`src/rtl/attitude_pkg.sv`:
```
// attitude_pkg
//   Shared constants and types for the attitude LED driver.
//   - Attitude code bit positions
//   - Indicator LED bit positions
//   - FSM state encoding
//   - led_map(): converts an attitude code into the steady LED pattern
package attitude_pkg;

    localparam int unsigned ATT_ROLL_SGN  = 3;
    localparam int unsigned ATT_PITCH_SGN = 2;
    localparam int unsigned ATT_ROLL_OVR  = 1;
    localparam int unsigned ATT_PITCH_OVR = 0;

    localparam int unsigned LED_LEVEL     = 4;
    localparam int unsigned LED_ROLL_POS  = 3;
    localparam int unsigned LED_ROLL_NEG  = 2;
    localparam int unsigned LED_PITCH_POS = 1;
    localparam int unsigned LED_PITCH_NEG = 0;

    typedef enum logic [1:0] {
        NO_DATA = 2'd0,
        LOCKED  = 2'd1,
        STALE   = 2'd2
    } att_state_e;

    // A sign bit alone never lights a direction LED; only the over-threshold
    // bit qualifies it.
    function automatic logic [4:0] led_map(input logic [3:0] att);
        logic [4:0] led;
        led                = '0;
        led[LED_LEVEL]     = ~att[ATT_ROLL_OVR] & ~att[ATT_PITCH_OVR];
        led[LED_ROLL_POS]  =  att[ATT_ROLL_OVR]  & ~att[ATT_ROLL_SGN];
        led[LED_ROLL_NEG]  =  att[ATT_ROLL_OVR]  &  att[ATT_ROLL_SGN];
        led[LED_PITCH_POS] =  att[ATT_PITCH_OVR] & ~att[ATT_PITCH_SGN];
        led[LED_PITCH_NEG] =  att[ATT_PITCH_OVR] &  att[ATT_PITCH_SGN];
        return led;
    endfunction

endpackage

```
`src/rtl/attitude_debounce.sv`:
```
// attitude_debounce
//   Requires STABLE_SAMPLES consecutive identical valid samples before
//   committing the attitude code.
// Ports
//   clk_i           system clock
//   rst_i           synchronous reset, active-high
//   valid_i         sample strobe
//   sample_i[3:0]   attitude code sampled when valid_i is high
//   clear_i         zero the match count (used when the input goes stale)
//   force_pulse_i   pulse on the next commit even if the value is unchanged
//   stable_o[3:0]   last committed code
//   stable_valid_o  one-cycle registered pulse on a new commit
//   commit_o        combinational: a commit happens on this edge
module attitude_debounce
    import attitude_pkg::*;
#(
    parameter int unsigned STABLE_SAMPLES = 4
) (
    input  logic       clk_i,
    input  logic       rst_i,
    input  logic       valid_i,
    input  logic [3:0] sample_i,
    input  logic       clear_i,
    input  logic       force_pulse_i,
    output logic [3:0] stable_o,
    output logic       stable_valid_o,
    output logic       commit_o
);

    localparam int unsigned CW = $clog2(STABLE_SAMPLES + 1);
    localparam logic [CW-1:0] CNT_MAX = CW'(STABLE_SAMPLES);

    logic [3:0]    cand_q, cand_d;
    logic [CW-1:0] cnt_q, cnt_d;
    logic [3:0]    stable_q, stable_d;
    logic          pulse_q, pulse_d;
    logic          match;
    logic          commit;

    always_comb begin
        match  = (sample_i == cand_q);
        cand_d = cand_q;
        cnt_d  = cnt_q;
        commit = 1'b0;
        if (clear_i) begin
            cnt_d = '0;
        end
        if (valid_i) begin
            if (match) begin
                if (cnt_q != CNT_MAX) begin
                    cnt_d = cnt_q + CW'(1);
                end
            end else begin
                cand_d = sample_i;
                cnt_d  = CW'(1);
            end
            // Only the sample that first reaches the target commits; an
            // already-saturated run stays silent.
            commit = (cnt_d == CNT_MAX) && !(match && (cnt_q == CNT_MAX));
        end
        stable_d = commit ? sample_i : stable_q;
        pulse_d  = commit && ((sample_i != stable_q) || force_pulse_i);
    end

    always_ff @(posedge clk_i) begin
        if (rst_i) begin
            cand_q   <= '0;
            cnt_q    <= '0;
            stable_q <= '0;
            pulse_q  <= 1'b0;
        end else begin
            cand_q   <= cand_d;
            cnt_q    <= cnt_d;
            stable_q <= stable_d;
            pulse_q  <= pulse_d;
        end
    end

    assign stable_o       = stable_q;
    assign stable_valid_o = pulse_q;
    assign commit_o       = commit;

endmodule

```
`src/rtl/attitude_led_driver.sv`:
```
// attitude_led_driver
//   Debounces the 4-bit roll/pitch attitude code, flags stale input and
//   drives five indicator LEDs (level + four tilt directions).
//   Build option: define ATTITUDE_LED_BLINK_EN to blink the four direction
//   LEDs with a BLINK_HALF_PERIOD-clock phase; otherwise they are steady.
// Ports
//   i_Clk                   system clock
//   i_Rst                   synchronous reset, active-high
//   i_Attitude[3:0]         {roll neg, pitch neg, roll over, pitch over}
//   i_Valid                 one-cycle sample strobe
//   o_Attitude_Stable[3:0]  last committed code
//   o_Stable_Valid          pulse on a new commit
//   o_Stale                 high while no locked data
//   o_Led[4:0]              {level, roll pos, roll neg, pitch pos, pitch neg}
//
// state   | meaning
// NO_DATA | nothing committed since reset
// LOCKED  | committed code is current, LEDs driven
// STALE   | no sample within SAMPLE_TIMEOUT, LEDs dark, code held
module attitude_led_driver
    import attitude_pkg::*;
#(
    parameter int unsigned STABLE_SAMPLES    = 4,
    parameter int unsigned SAMPLE_TIMEOUT    = 10_000_000,
    parameter int unsigned BLINK_HALF_PERIOD = 25_000_000
) (
    input  logic       i_Clk,
    input  logic       i_Rst,
    input  logic [3:0] i_Attitude,
    input  logic       i_Valid,
    output logic [3:0] o_Attitude_Stable,
    output logic       o_Stable_Valid,
    output logic       o_Stale,
    output logic [4:0] o_Led
);

    if (STABLE_SAMPLES < 1 || SAMPLE_TIMEOUT < 2 || BLINK_HALF_PERIOD < 1) begin : g_param_check
        $error("attitude_led_driver: illegal parameter value");
    end

    localparam int unsigned TW = $clog2(SAMPLE_TIMEOUT);
    localparam logic [TW-1:0] TMAX = TW'(SAMPLE_TIMEOUT - 1);

    att_state_e    state_q, state_d;
    logic [TW-1:0] timer_q, timer_d;
    logic          stale_q;
    logic [4:0]    led_q, led_d;
    logic [3:0]    stable_w;
    logic          commit_w;
    logic          timeout_w;

    // i_Valid on the timeout cycle keeps the state LOCKED.
    assign timeout_w = (state_q == LOCKED) && !i_Valid && (timer_q == TMAX);

    attitude_debounce #(
        .STABLE_SAMPLES(STABLE_SAMPLES)
    ) u_debounce (
        .clk_i          (i_Clk),
        .rst_i          (i_Rst),
        .valid_i        (i_Valid),
        .sample_i       (i_Attitude),
        .clear_i        (timeout_w),
        .force_pulse_i  (state_q != LOCKED),
        .stable_o       (stable_w),
        .stable_valid_o (o_Stable_Valid),
        .commit_o       (commit_w)
    );

`ifdef ATTITUDE_LED_BLINK_EN
    localparam int unsigned BW = $clog2(BLINK_HALF_PERIOD + 1);
    localparam logic [BW-1:0] BMAX = BW'(BLINK_HALF_PERIOD - 1);
    logic [BW-1:0] blink_cnt_q;
    logic          phase_q;
`endif

    always_comb begin
        state_d = state_q;
        unique case (state_q)
            NO_DATA: if (commit_w)  state_d = LOCKED;
            LOCKED:  if (timeout_w) state_d = STALE;
            STALE:   if (commit_w)  state_d = LOCKED;
            default:                state_d = NO_DATA;
        endcase

        if (i_Valid) begin
            timer_d = '0;
        end else if (timer_q == TMAX) begin
            timer_d = timer_q;
        end else begin
            timer_d = timer_q + TW'(1);
        end

        led_d = led_map(stable_w);
`ifdef ATTITUDE_LED_BLINK_EN
        led_d[3:0] = led_d[3:0] & {4{phase_q}};
`endif
    end

    always_ff @(posedge i_Clk) begin
        if (i_Rst) begin
            state_q <= NO_DATA;
            timer_q <= '0;
            stale_q <= 1'b1;
            led_q   <= '0;
`ifdef ATTITUDE_LED_BLINK_EN
            blink_cnt_q <= '0;
            phase_q     <= 1'b1;
`endif
        end else begin
            state_q <= state_d;
            timer_q <= timer_d;
            stale_q <= (state_d != LOCKED);
            led_q   <= (state_q == LOCKED) ? led_d : 5'b0;
`ifdef ATTITUDE_LED_BLINK_EN
            // Each fresh lock starts the blink with the LEDs on.
            if (state_q != LOCKED && state_d == LOCKED) begin
                blink_cnt_q <= '0;
                phase_q     <= 1'b1;
            end else if (blink_cnt_q == BMAX) begin
                blink_cnt_q <= '0;
                phase_q     <= ~phase_q;
            end else begin
                blink_cnt_q <= blink_cnt_q + BW'(1);
            end
`endif
        end
    end

    assign o_Attitude_Stable = stable_w;
    assign o_Stale           = stale_q;
    assign o_Led             = led_q;

endmodule

```
`config.mk`:
```
export PLATFORM = sky130hd
export DESIGN_NAME = attitude_led_driver
export DESIGN_NICKNAME = d
export VERILOG_FILES = /design/src/rtl/attitude_pkg.sv /design/src/rtl/attitude_debounce.sv /design/src/rtl/attitude_led_driver.sv
export SDC_FILE = /design/constraint.sdc
export NUM_CORES = 1
export LEC_CHECK = 0
export BUFFER_PORTS_ARGS = -buffer_cell sky130_fd_sc_hd__buf_4
export CORE_MARGIN = 2
export CORE_UTILIZATION = 45
export CTS_BUF_LIST = sky130_fd_sc_hd__clkbuf_4 sky130_fd_sc_hd__clkbuf_8
export DETAILED_ROUTE_END_ITERATION = 16
export PLACE_DENSITY = 0.68
export SETUP_SLACK_MARGIN = 0.5
export SLEW_MARGIN = 20
export SYNTH_ARGS = -nofsm -noshare
export SYNTH_HDL_FRONTEND = slang
export SYNTH_SLANG_ARGS = --single-unit
```
`constraint.sdc`:
```
create_clock -name i_Clk -period 2.6 [get_ports i_Clk]
set_input_delay 0.26 -clock i_Clk [delete_from_list [all_inputs] [get_ports i_Clk]]
set_output_delay 0.26 -clock i_Clk [all_outputs]
set_load 0.02 [all_outputs]
```
* Word-level counts from Yosys, hierarchy flattened
Cells that the tools add are included.
** Operators by class
- Bitwise operators :: 11
- Equal/unequal tests :: 10
- $add $sub $neg :: 2
- Mux-type cells :: 9
- Reductions and logical operators :: 13
** Operators with widths (count)
- adder 24 x 1 -> 24 bit, second input constant :: 1
- == test 24 bit, second input constant :: 1
- two-way mux 3 bit :: 5
- == test 3 bit, second input constant :: 2
- inverter 1 bit :: 6
- OR reduction 2 bit :: 3
- bitwise AND 1 bit :: 5
- logical AND 1 bit :: 5
- == test 4 bit :: 1
- two-way mux 2 bit :: 2
- != test 2 x 1 -> 1 bit, second input constant :: 2
- != test 4 bit :: 1
- case mux 2 bit (2 select lines) :: 1
- adder 3 x 1 -> 3 bit, second input constant :: 1
- != test 3 bit, second input constant :: 1
- == test 2 x 1 -> 1 bit, second input constant :: 1
- == test 2 bit, second input constant :: 1
- zero test 1 bit :: 2
- zero test 2 bit :: 1
- AND reduction 2 bit :: 1
- logical OR 1 bit :: 1
- two-way mux 1 bit :: 1
** Storage, ports and cells
- Input bits :: 7
- Word-level logic and storage cells :: 53
- Output and inout bits :: 11
- Flip-flop bits (word level) :: 44

* Depth between registers and ports, before layout
Gate-level depths: netlist of run 1.
- Word-level depth :: 13
- Mapped depth :: 7
- Depth with buffers taken out :: 7

* Modules after synthesis
Synthesis of run 1 repeated with hierarchy kept, for this count alone.
** Unflattened totals
- Cells, all modules :: 219
- Area, all modules :: 2038.2 sq um
** Modules (own cells, without submodules)
- attitude_led_driver :: seq. area each 640.6 sq um, instances 1, cells each 152, area an instance 1350.0 sq um
- attitude_debounce :: seq. area each 240.2 sq um, instances 1, cells each 67, area an instance 688.2 sq um

* Least setup slack after synthesis of run 1
No wires, ideal clock.
- Path kind :: register -> register
- Start point :: register timer_q[0]
- End point :: register state_q[1]
- Period minus slack after synthesis :: 1.952 ns
- Library setup time :: 0.066 ns
- Path buffers :: 1
- Stages on the path, launching flop included :: 8
- Required time :: 2.534 ns
- Slack :: 0.648 ns
- Arrival :: 1.886 ns
- Path through :: dfxtp_1 ha_1 and4_2 nand2_1 or3_1 clkbuf_2 or3_1 a21oi_2
** Between the ends
- Word-level cells in the longest chain between the ends :: 11
- Elaborated cells between the ends (all ways) :: 12
- Classes of those cells :: eq/ne: 2; mux: 8; reduce/logical: 2
** RTL lines
- start, declared :: line attitude_led_driver.sv:45 : logic [TW-1:0] timer_q, timer_d;
- start signal, assigned :: line attitude_led_driver.sv:111 : timer_q <= timer_d;
- == test 24 bit (*) :: line attitude_led_driver.sv:53 : assign timeout_w = (state_q == LOCKED) && !i_Valid && (timer_q == TMAX);
- logical AND 1 bit (*) :: line attitude_led_driver.sv:53
- two-way mux 3 bit :: line attitude_debounce.sv:45 : if (clear_i) begin
- two-way mux 3 bit :: line attitude_debounce.sv:50 : if (cnt_q != CNT_MAX) begin
- two-way mux 3 bit :: line attitude_debounce.sv:49 : if (match) begin
- two-way mux 3 bit :: line attitude_debounce.sv:48 : if (valid_i) begin
- == test 3 bit :: line attitude_debounce.sv:59 : commit = (cnt_d == CNT_MAX) && !(match && (cnt_q == CNT_MAX));
- logical AND 1 bit :: line attitude_debounce.sv:59
- two-way mux 1 bit :: line attitude_debounce.sv:48
- two-way mux 2 bit :: line attitude_led_driver.sv:79, attitude_led_driver.sv:81
- case mux 2 bit (2 select lines) (*) :: line attitude_led_driver.sv:78 : unique case (state_q)
- end signal, assigned :: line attitude_led_driver.sv:110 : state_q <= state_d;
- end, declared :: line attitude_led_driver.sv:44 : att_state_e state_q, state_d;
Mark *: on every way between the ends. The rest lies on a longest branch, timed or not. The select of a mux whose other input is x is not followed.
A chain may end at the register's enable or synchronous reset.

* Worst setup path after layout of run 1
- Start point :: register timer_q[1]
- End point :: register state_q[1]
The elaborated chain is that of the path after synthesis.

==> flow_results.xml, run 1 <==
<?xml version="1.0" encoding="UTF-8"?>
<metrics>
  <group name="status">
    <metric name="status" unit="">complete, no violations</metric>
  </group>
  <group name="synthesis">
    <metric name="postSynthAreaPerCell" unit="sq um">9.01</metric>
    <metric name="synth_mux_area_share" unit="%">4.94</metric>
    <metric name="yosys_warnings" unit="">0</metric>
    <metric name="yosysUniqueCellTypes" unit="">41</metric>
    <metric name="synth-adder-area-share" unit="%">1.85</metric>
    <metric name="yosys.area_share.xor_xnor" unit="%">12.1</metric>
    <metric name="synthesized_area_fraction_occupied_by_ao_oa_aoi_and_oai_cells" unit="%">6.17</metric>
    <metric name="synth_top_family_by_area" unit="">simple AND/OR/NAND/NOR gates</metric>
    <metric name="synth_simple_gate_area_share" unit="%">27.9</metric>
    <metric name="yosys_register_bits" unit="">44</metric>
    <metric name="syn-num-nets" unit="">235</metric>
    <metric name="synthesis.area" unit="sq mm">0.00203</metric>
    <metric name="ys.flop_type" unit="">dfxtp_1</metric>
    <metric name="syn-instance-count" unit="">225</metric>
    <metric name="synth_edf_count" unit="">0</metric>
    <metric name="synth-seq-area-share" unit="%">43.4</metric>
    <metric name="postSynth.asyncResetShare" unit="%">0</metric>
  </group>
  <group name="worst_setup_path">
    <metric name="path_max_fanout" unit="">7</metric>
    <metric name="cp_capture_type" unit="">register</metric>
    <metric name="worst_ep_required_time" unit="ns">2.84</metric>
    <metric name="critPathLaunchType" unit="">register</metric>
    <metric name="worst_path_max_delay_cell" unit="">dfxtp_1</metric>
    <metric name="crit_type" unit="">register to register</metric>
    <metric name="crit_arrival" unit="ns">2.20</metric>
    <metric name="crit_chain" unit="">ha_1 -&gt; and4_4 -&gt; nand2_2 -&gt; or3_4 -&gt; or3_1 -&gt; a21oi_2</metric>
    <metric name="cp_slowest_stage_delay" unit="ns">0.39</metric>
  </group>
  <group name="min_path">
    <metric name="hold_path_class" unit="">primary input to register</metric>
  </group>
  <group name="sta">
    <metric name="timing_max_transition_violations_final" unit="">0</metric>
    <metric name="grt_setup_unrepaired" unit="">false</metric>
    <metric name="finalClockSkew" unit="ns">0.00720</metric>
    <metric name="finalSetupViolations" unit="">0</metric>
    <metric name="layout_worst_path_cycle_share" unit="%">75.3</metric>
    <metric name="finalHoldViolCount" unit="">0</metric>
    <metric name="tightest_slew" unit="ns">0.494</metric>
    <metric name="tns" unit="ns">0</metric>
    <metric name="fin_crit" unit="ns">1.96</metric>
    <metric name="slew-limit-headroom" unit="%">67.0</metric>
    <metric name="fin_ws" unit="ns">0.642</metric>
    <metric name="fmaxAchievable" unit="GHz">0.511</metric>
  </group>
  <group name="global_route">
    <metric name="first_global_vias" unit="">1502</metric>
    <metric name="global_route_total_usage_across_every_layer" unit="%">16.2</metric>
    <metric name="antenna_found_initial" unit="">0</metric>
    <metric name="grt_max_degree" unit="">25</metric>
    <metric name="global_route.overflow_total" unit="">0</metric>
    <metric name="grt_first_pass_wirelength" unit="um">6590</metric>
  </group>
  <group name="placed_design">
    <metric name="port-buffer-count" unit="">17</metric>
    <metric name="dp_slack" unit="ns">0.521</metric>
    <metric name="detailedPlacementHpwl" unit="um">2620</metric>
    <metric name="dp.cells" unit="">286</metric>
    <metric name="post_dp_cell_area" unit="sq mm">0.00218</metric>
    <metric name="place_congestion" unit="">0.868</metric>
  </group>
  <group name="die">
    <metric name="die_w" unit="um">71.1</metric>
    <metric name="floorplan.die_area" unit="sq mm">0.00506</metric>
    <metric name="start_util" unit="%">46.6</metric>
    <metric name="floorplan.die.height" unit="um">71.1</metric>
    <metric name="core" unit="sq mm">0.00435</metric>
    <metric name="core.rowCount" unit="">24</metric>
    <metric name="floorplan.io_pins" unit="">18</metric>
  </group>
  <group name="final_layout">
    <metric name="final_cell_area" unit="sq mm">0.00229</metric>
    <metric name="antenna_cells" unit="">0</metric>
    <metric name="final_common_cell" unit="">dfxtp_1</metric>
    <metric name="layout_common_cells" unit="">43 x dfxtp_1, 37 x nor2_1, 22 x xnor2_1, 18 x buf_4, 12 x nand2_1</metric>
    <metric name="layout_cells_sized_above_1" unit="%">16.5</metric>
    <metric name="final_net_count" unit="">251</metric>
    <metric name="layoutNonFillerInstCount" unit="">294</metric>
    <metric name="post-route-util" unit="%">52.6</metric>
    <metric name="layout-area-overhead-vs-synth" unit="%">12.9</metric>
  </group>
  <group name="drt">
    <metric name="route.detailed.wl_per_inst" unit="um">12.4</metric>
    <metric name="postRouteWirelength" unit="um">3640</metric>
    <metric name="ant_nets" unit="">0</metric>
    <metric name="routed-via-count" unit="">1539</metric>
    <metric name="drt_first_pass_iters" unit="">4</metric>
    <metric name="drt-initial-drc-count" unit="">58</metric>
    <metric name="vias_per_cell" unit="">5.23</metric>
    <metric name="drc" unit="">0</metric>
  </group>
  <group name="power">
    <metric name="cell_pwr_density" unit="mW/mm^2">521</metric>
    <metric name="p_leak" unit="nW">0.798</metric>
    <metric name="ir_drop" unit="uV">267</metric>
  </group>
  <group name="clock_network">
    <metric name="clk_sink_count" unit="">44</metric>
    <metric name="cts_buffers" unit="">5</metric>
    <metric name="clk-insertion-delay-late" unit="ns">0.29</metric>
    <metric name="cts_tree" unit="">built</metric>
    <metric name="cts.htree.levels" unit="">2</metric>
    <metric name="holdBufCountCts" unit="">0</metric>
    <metric name="ctsRootBufferMaster" unit="">clkbuf_8</metric>
    <metric name="cts.clk_slew.worst_paths" unit="ns">0.08</metric>
    <metric name="post_cts_buffers" unit="">0</metric>
    <metric name="max-clock-path-buffers" unit="">2</metric>
  </group>
  <group name="run">
    <metric name="max-cap-violations" unit="">0</metric>
  </group>
</metrics>
## flip-flops by register name, indices dropped and copies added, names as in the netlist
register	count
timer_q	24
o_Led	5
u_debounce.cand_q	4
u_debounce.stable_o	4
u_debounce.cnt_q	3
state_q	2
o_Stale	1
u_debounce.stable_valid_o	1
## path summary, 6_finish.rpt
path	from	endpoint	slack (ns)	cells after the start
min reg2reg	u_debounce.stable_o[3]$_SDFFE_PP0P_	o_Led[3]$_SDFF_PP0_	0.50	1
max reg2reg	timer_q[1]$_SDFFE_PP0P_	state_q[1]$_SDFF_PP0_	0.64	6
max	timer_q[1]$_SDFFE_PP0P_	state_q[1]$_SDFF_PP0_	0.64	6
min	i_Attitude[0]	u_debounce.stable_o[0]$_SDFFE_PP0P_	0.24	3
## worst max-delay path: cells and delay by family (launching register included)
| kind | cells | cell delay, ns |
|---|---|---|
| AO/OA/AOI/OAI | 1 | 0.13 |
| flip-flops | 1 | 0.39 |
| AND/OR/NAND/NOR | 4 | 1.16 |
| adder cells (fa/ha/maj) | 1 | 0.22 |
## cell families (layout without fill, tap and decap cells)
family | after synthesis | after routing
AND/OR/NAND/NOR | 106 | 106
flip-flops | 44 | 44
XOR/XNOR | 28 | 28
AO/OA/AOI/OAI | 19 | 19
buffers and inverters | 15 | 32
multiplexers | 10 | 10
adder cells (fa/ha/maj) | 3 | 3
## routing by layer
metal	GRT usage (%)	share of wire, %	up-vias
li1	-	-	803
met4	5.03	1.2	0
met3	5.13	4.5	5
met2	24.3	43	27
met1	22.2	51	704
met5	0	0	-
## where the power goes
group	switching (mW)	leakage, nW	internal [mW]
Sequential	0.00547	0.356	0.680
Combinational	0.0293	0.394	0.0239
Clock	0.227	0.0479	0.226
Total	0.262	0.798	0.930
## synthesized netlist by cell type, types with 2 or more instances
cell      count  area, sq um
dfxtp_1      44          881
nor2_1       37          139
xnor2_1      22          193
nand2_1      13         48.8
nor3_1       12         60.1
mux2i_1      10          100
nand3_1       7         35.0
nand4_1       7         43.8
inv_1         6         22.5
xor2_1        6         52.6
a21oi_1       5         25.0
and3_1        5         31.3
clkbuf_1      5         18.8
o21ai_0       5         25.0
or3_1         4         25.0
ha_1          3         37.5
nor4_1        3         18.8
a22o_1        2         17.5
and4_1        2         17.5
buf_6         2         22.5
clkbuf_2      2         10.0
nand2b_1      2         12.5
nor2b_1       2         12.5
nor3b_1       2         15.0
## metrics by stage
| step | hold WS (ns) | power [mW] |
|---|---|---|
| 3_3_place_gp | 0.483 | 0.754 |
| 3_5_place_dp | 0.480 | 0.755 |
| 2_1_floorplan | 0.407 | 0.741 |
| 4_1_cts | 0.226 | 1.21 |
| 5_1_grt | 0.244 | 1.24 |
| 6_report | 0.239 | 1.19 |
## timing repair
action                     in CTS  in global routing
gates resized for setup         1                  4
setup endpoints to repair       1                  8
pin swaps                       0                  0
cloned                          0                  0
## cell type report
type                    instances  area (sq um)
fillers                       398          2060
flip-flops and latches         44           882
multi-input cells             166          1090
repair buffers                 18           135
clock inverters                 1          7.51
well taps                      52          65.1
inverters                       6          22.5
clock buffers                   7          90.1
Power figures use the tool's default switching activity.
==> inputs of run 2 (changes only) <==
PLACE_DENSITY = 0.7   (was 0.68)
clock period = 1.63 ns   (was 2.6 ns; I/O delays follow)
==> run 2 against run 1 <==
Total power rose by 72%; sequential power grew 59%; worst setup slack got worse by 0.77 ns; core utilization is 17 points higher; die area unchanged; fmax is 12% higher; combinational power is 120% higher; via count up 20%; global-route usage is 5.6 points higher; cell area increased by 33%; critical path depth unchanged; the flow now finishes with violations (setup timing); non-clock buffer count rose by 47.
==> flow_results.xml, run 2 (synthesized netlist as in run 1, its figures left out) <==
<?xml version="1.0" encoding="UTF-8"?>
<metrics>
  <group name="final_layout">
    <metric name="max_flop_register" unit="">timer_q</metric>
    <metric name="final_common_cell" unit="">buf_4</metric>
    <metric name="layout.area.seq" unit="sq um">916</metric>
    <metric name="fill_cells" unit="">288</metric>
    <metric name="layoutNonFillerInstCount" unit="">341</metric>
    <metric name="post-route-util" unit="%">69.9</metric>
    <metric name="area_of_the_multi_input_gates" unit="sq mm">0.00139</metric>
    <metric name="layout_common_cells" unit="">54 x buf_4, 36 x nor2_1, 26 x dfxtp_1, 20 x xnor2_1, 13 x dfxtp_2</metric>
    <metric name="layout_cells_sized_above_1" unit="%">48.8</metric>
    <metric name="antenna_cells" unit="">0</metric>
    <metric name="number_of_flip_flops_in_the_largest_register" unit="">24</metric>
    <metric name="final_cell_area" unit="sq mm">0.00304</metric>
    <metric name="layout-area-overhead-vs-synth" unit="%">50.1</metric>
    <metric name="final_net_count" unit="">298</metric>
  </group>
  <group name="placed_design">
    <metric name="dp.cells" unit="">316</metric>
    <metric name="detailedPlacementHpwl" unit="um">3010</metric>
    <metric name="port-buffer-count" unit="">17</metric>
    <metric name="post_dp_cell_area" unit="sq mm">0.00254</metric>
    <metric name="place_congestion" unit="">0.811</metric>
  </group>
  <group name="clock_network">
    <metric name="cts.clk_slew.worst_paths" unit="ns">0.09</metric>
    <metric name="clk-insertion-delay-late" unit="ns">0.31</metric>
    <metric name="ctsRootBufferMaster" unit="">clkbuf_8</metric>
    <metric name="max-clock-path-buffers" unit="">2</metric>
    <metric name="cts_buffers" unit="">5</metric>
    <metric name="cts_tree" unit="">built</metric>
    <metric name="clk_sink_count" unit="">44</metric>
    <metric name="cts.htree.levels" unit="">2</metric>
  </group>
  <group name="worst_setup_path">
    <metric name="critPathLaunchType" unit="">register</metric>
    <metric name="reg2reg_to" unit="">state_q[1]$_SDFF_PP0_</metric>
    <metric name="cp_capture_type" unit="">register</metric>
    <metric name="crit_arrival" unit="ns">2.00</metric>
    <metric name="reg2reg_depth" unit="">6</metric>
    <metric name="crit_startpoint" unit="">timer_q[1]$_SDFFE_PP0P_</metric>
    <metric name="crit_type" unit="">register to register</metric>
    <metric name="regToRegStartpoint" unit="">timer_q[1]$_SDFFE_PP0P_</metric>
    <metric name="cp-endpoint" unit="">state_q[1]$_SDFF_PP0_</metric>
    <metric name="path_max_fanout" unit="">3</metric>
    <metric name="timing.reg2reg.setup_slack" unit="ns">-0.12</metric>
    <metric name="worst_ep_required_time" unit="ns">1.88</metric>
  </group>
  <group name="sta">
    <metric name="fmaxAchievable" unit="GHz">0.570</metric>
    <metric name="slew-limit-headroom" unit="%">78.8</metric>
    <metric name="finalHoldViolCount" unit="">0</metric>
    <metric name="finalClockSkew" unit="ns">0.0112</metric>
    <metric name="finalSetupViolations" unit="">17</metric>
    <metric name="layout_worst_path_cycle_share" unit="%">108</metric>
    <metric name="tns" unit="ns">-0.768</metric>
    <metric name="fin_crit" unit="ns">1.75</metric>
    <metric name="grt_setup_unrepaired" unit="">true</metric>
    <metric name="fin_ws" unit="ns">-0.124</metric>
    <metric name="timing_max_transition_violations_final" unit="">0</metric>
    <metric name="tightest_slew" unit="ns">0.317</metric>
  </group>
  <group name="die">
    <metric name="die_w" unit="um">71.1</metric>
    <metric name="floorplan.io_pins" unit="">18</metric>
    <metric name="core" unit="sq mm">0.00435</metric>
    <metric name="floorplan.die_area" unit="sq mm">0.00506</metric>
    <metric name="start_util" unit="%">46.6</metric>
    <metric name="core.rowCount" unit="">24</metric>
    <metric name="floorplan.die.height" unit="um">71.1</metric>
  </group>
  <group name="status">
    <metric name="failed_checks" unit="">setup timing</metric>
    <metric name="status" unit="">finished with violations</metric>
  </group>
  <group name="drt">
    <metric name="route.detailed.wl_per_inst" unit="um">15.4</metric>
    <metric name="drc" unit="">0</metric>
    <metric name="drt_first_pass_iters" unit="">4</metric>
    <metric name="vias_per_cell" unit="">5.41</metric>
    <metric name="postRouteWirelength" unit="um">5260</metric>
    <metric name="routed-via-count" unit="">1846</metric>
    <metric name="ant_nets" unit="">0</metric>
    <metric name="drt-initial-drc-count" unit="">120</metric>
  </group>
  <group name="global_route">
    <metric name="grt_max_degree" unit="">24</metric>
    <metric name="first_global_vias" unit="">1839</metric>
    <metric name="global_route.overflow_total" unit="">0</metric>
    <metric name="antenna_found_initial" unit="">0</metric>
    <metric name="grt_first_pass_wirelength" unit="um">8700</metric>
    <metric name="global_route_total_usage_across_every_layer" unit="%">21.8</metric>
  </group>
  <group name="power">
    <metric name="cell_pwr_density" unit="mW/mm^2">673</metric>
    <metric name="p_leak" unit="nW">1.30</metric>
    <metric name="ir_drop" unit="uV">560</metric>
  </group>
  <group name="run">
    <metric name="max-cap-violations" unit="">0</metric>
  </group>
  <group name="min_path">
    <metric name="hold_path_class" unit="">primary input to register</metric>
    <metric name="min_from" unit="">i_Attitude[2]</metric>
  </group>
</metrics>
==> run 2: cell types whose count changed in the layout (fill, tap and decap cells not counted), sizes merged <==
cell / delta
bufinv: +1
buf: +47
clkinv: +1
clkbuf: -2
==> run 2: worst min-delay path by stage <==
stage	end	slack, ns	cells after the start
CTS	u_debounce.stable_o[2]$_SDFFE_PP0P_	0.14	3
global route	u_debounce.cand_q[1]$_SDFFE_PP0P_	0.16	3
finish	u_debounce.cand_q[2]$_SDFFE_PP0P_	0.14	3
detailed placement	u_debounce.stable_o[2]$_SDFFE_PP0P_	0.46	3
floorplan	u_debounce.stable_o[0]$_SDFFE_PP0P_	0.31	2
global placement	u_debounce.stable_o[2]$_SDFFE_PP0P_	0.44	3
==> run 2: timing repair <==
action / in CTS / in global routing
setup buffers: 10 / 6
pin swaps: 38 / 23
resized for setup: 53 / 16
hold buffers: 0 / 0
endpoints found under the setup margin: 35 / 40
cloned: 1 / 0
==> run 2: cell type report <==
| cell class | count | area share (%) |
|---|---|---|
| timing repair buffer | 65 | 17.8 |
| multi-input combinational | 166 | 45.6 |
| clock buffer | 5 | 2.26 |
| clock inverter | 3 | 1.40 |
| inverter | 6 | 0.740 |
| sequential | 44 | 30.1 |
| tap | 52 | 2.14 |
==> run 2: worst max-delay path, cell delays in order (launching register included) <==
cell and delay [ns]:
dfxtp_4 0.37, ha_4 0.13, and4_4 0.23, nand2_4 0.07
or3_4 0.41, or3_4 0.37, a21oi_2 0.13
==> run 2: power breakdown <==
group	switching, mW	internal [mW]	total [mW]
Sequential	0.00824	1.08	1.09
Clock	0.394	0.454	0.848
Combinational	0.0589	0.0571	0.116
==> run 2: per-layer routing <==
metal	up-vias	part of all wire (%)	global-route usage, %
met5	-	0	0
met4	0	3.0	8.60
met3	18	4.2	4.99
met2	48	50	35.0
met1	884	42	28.6
li1	896	-	-
==> run 2: through the flow <==
step | power [mW] | setup WS [ns] | hold slack, ns
6_report | 2.05 | -0.124 | 0.136
5_1_grt | 2.11 | -0.156 | 0.162
4_1_cts | 2.06 | -0.109 | 0.139
3_5_place_dp | 1.22 | -0.193 | 0.458
3_3_place_gp | 1.22 | -0.121 | 0.445
2_1_floorplan | 1.19 | -0.165 | 0.310
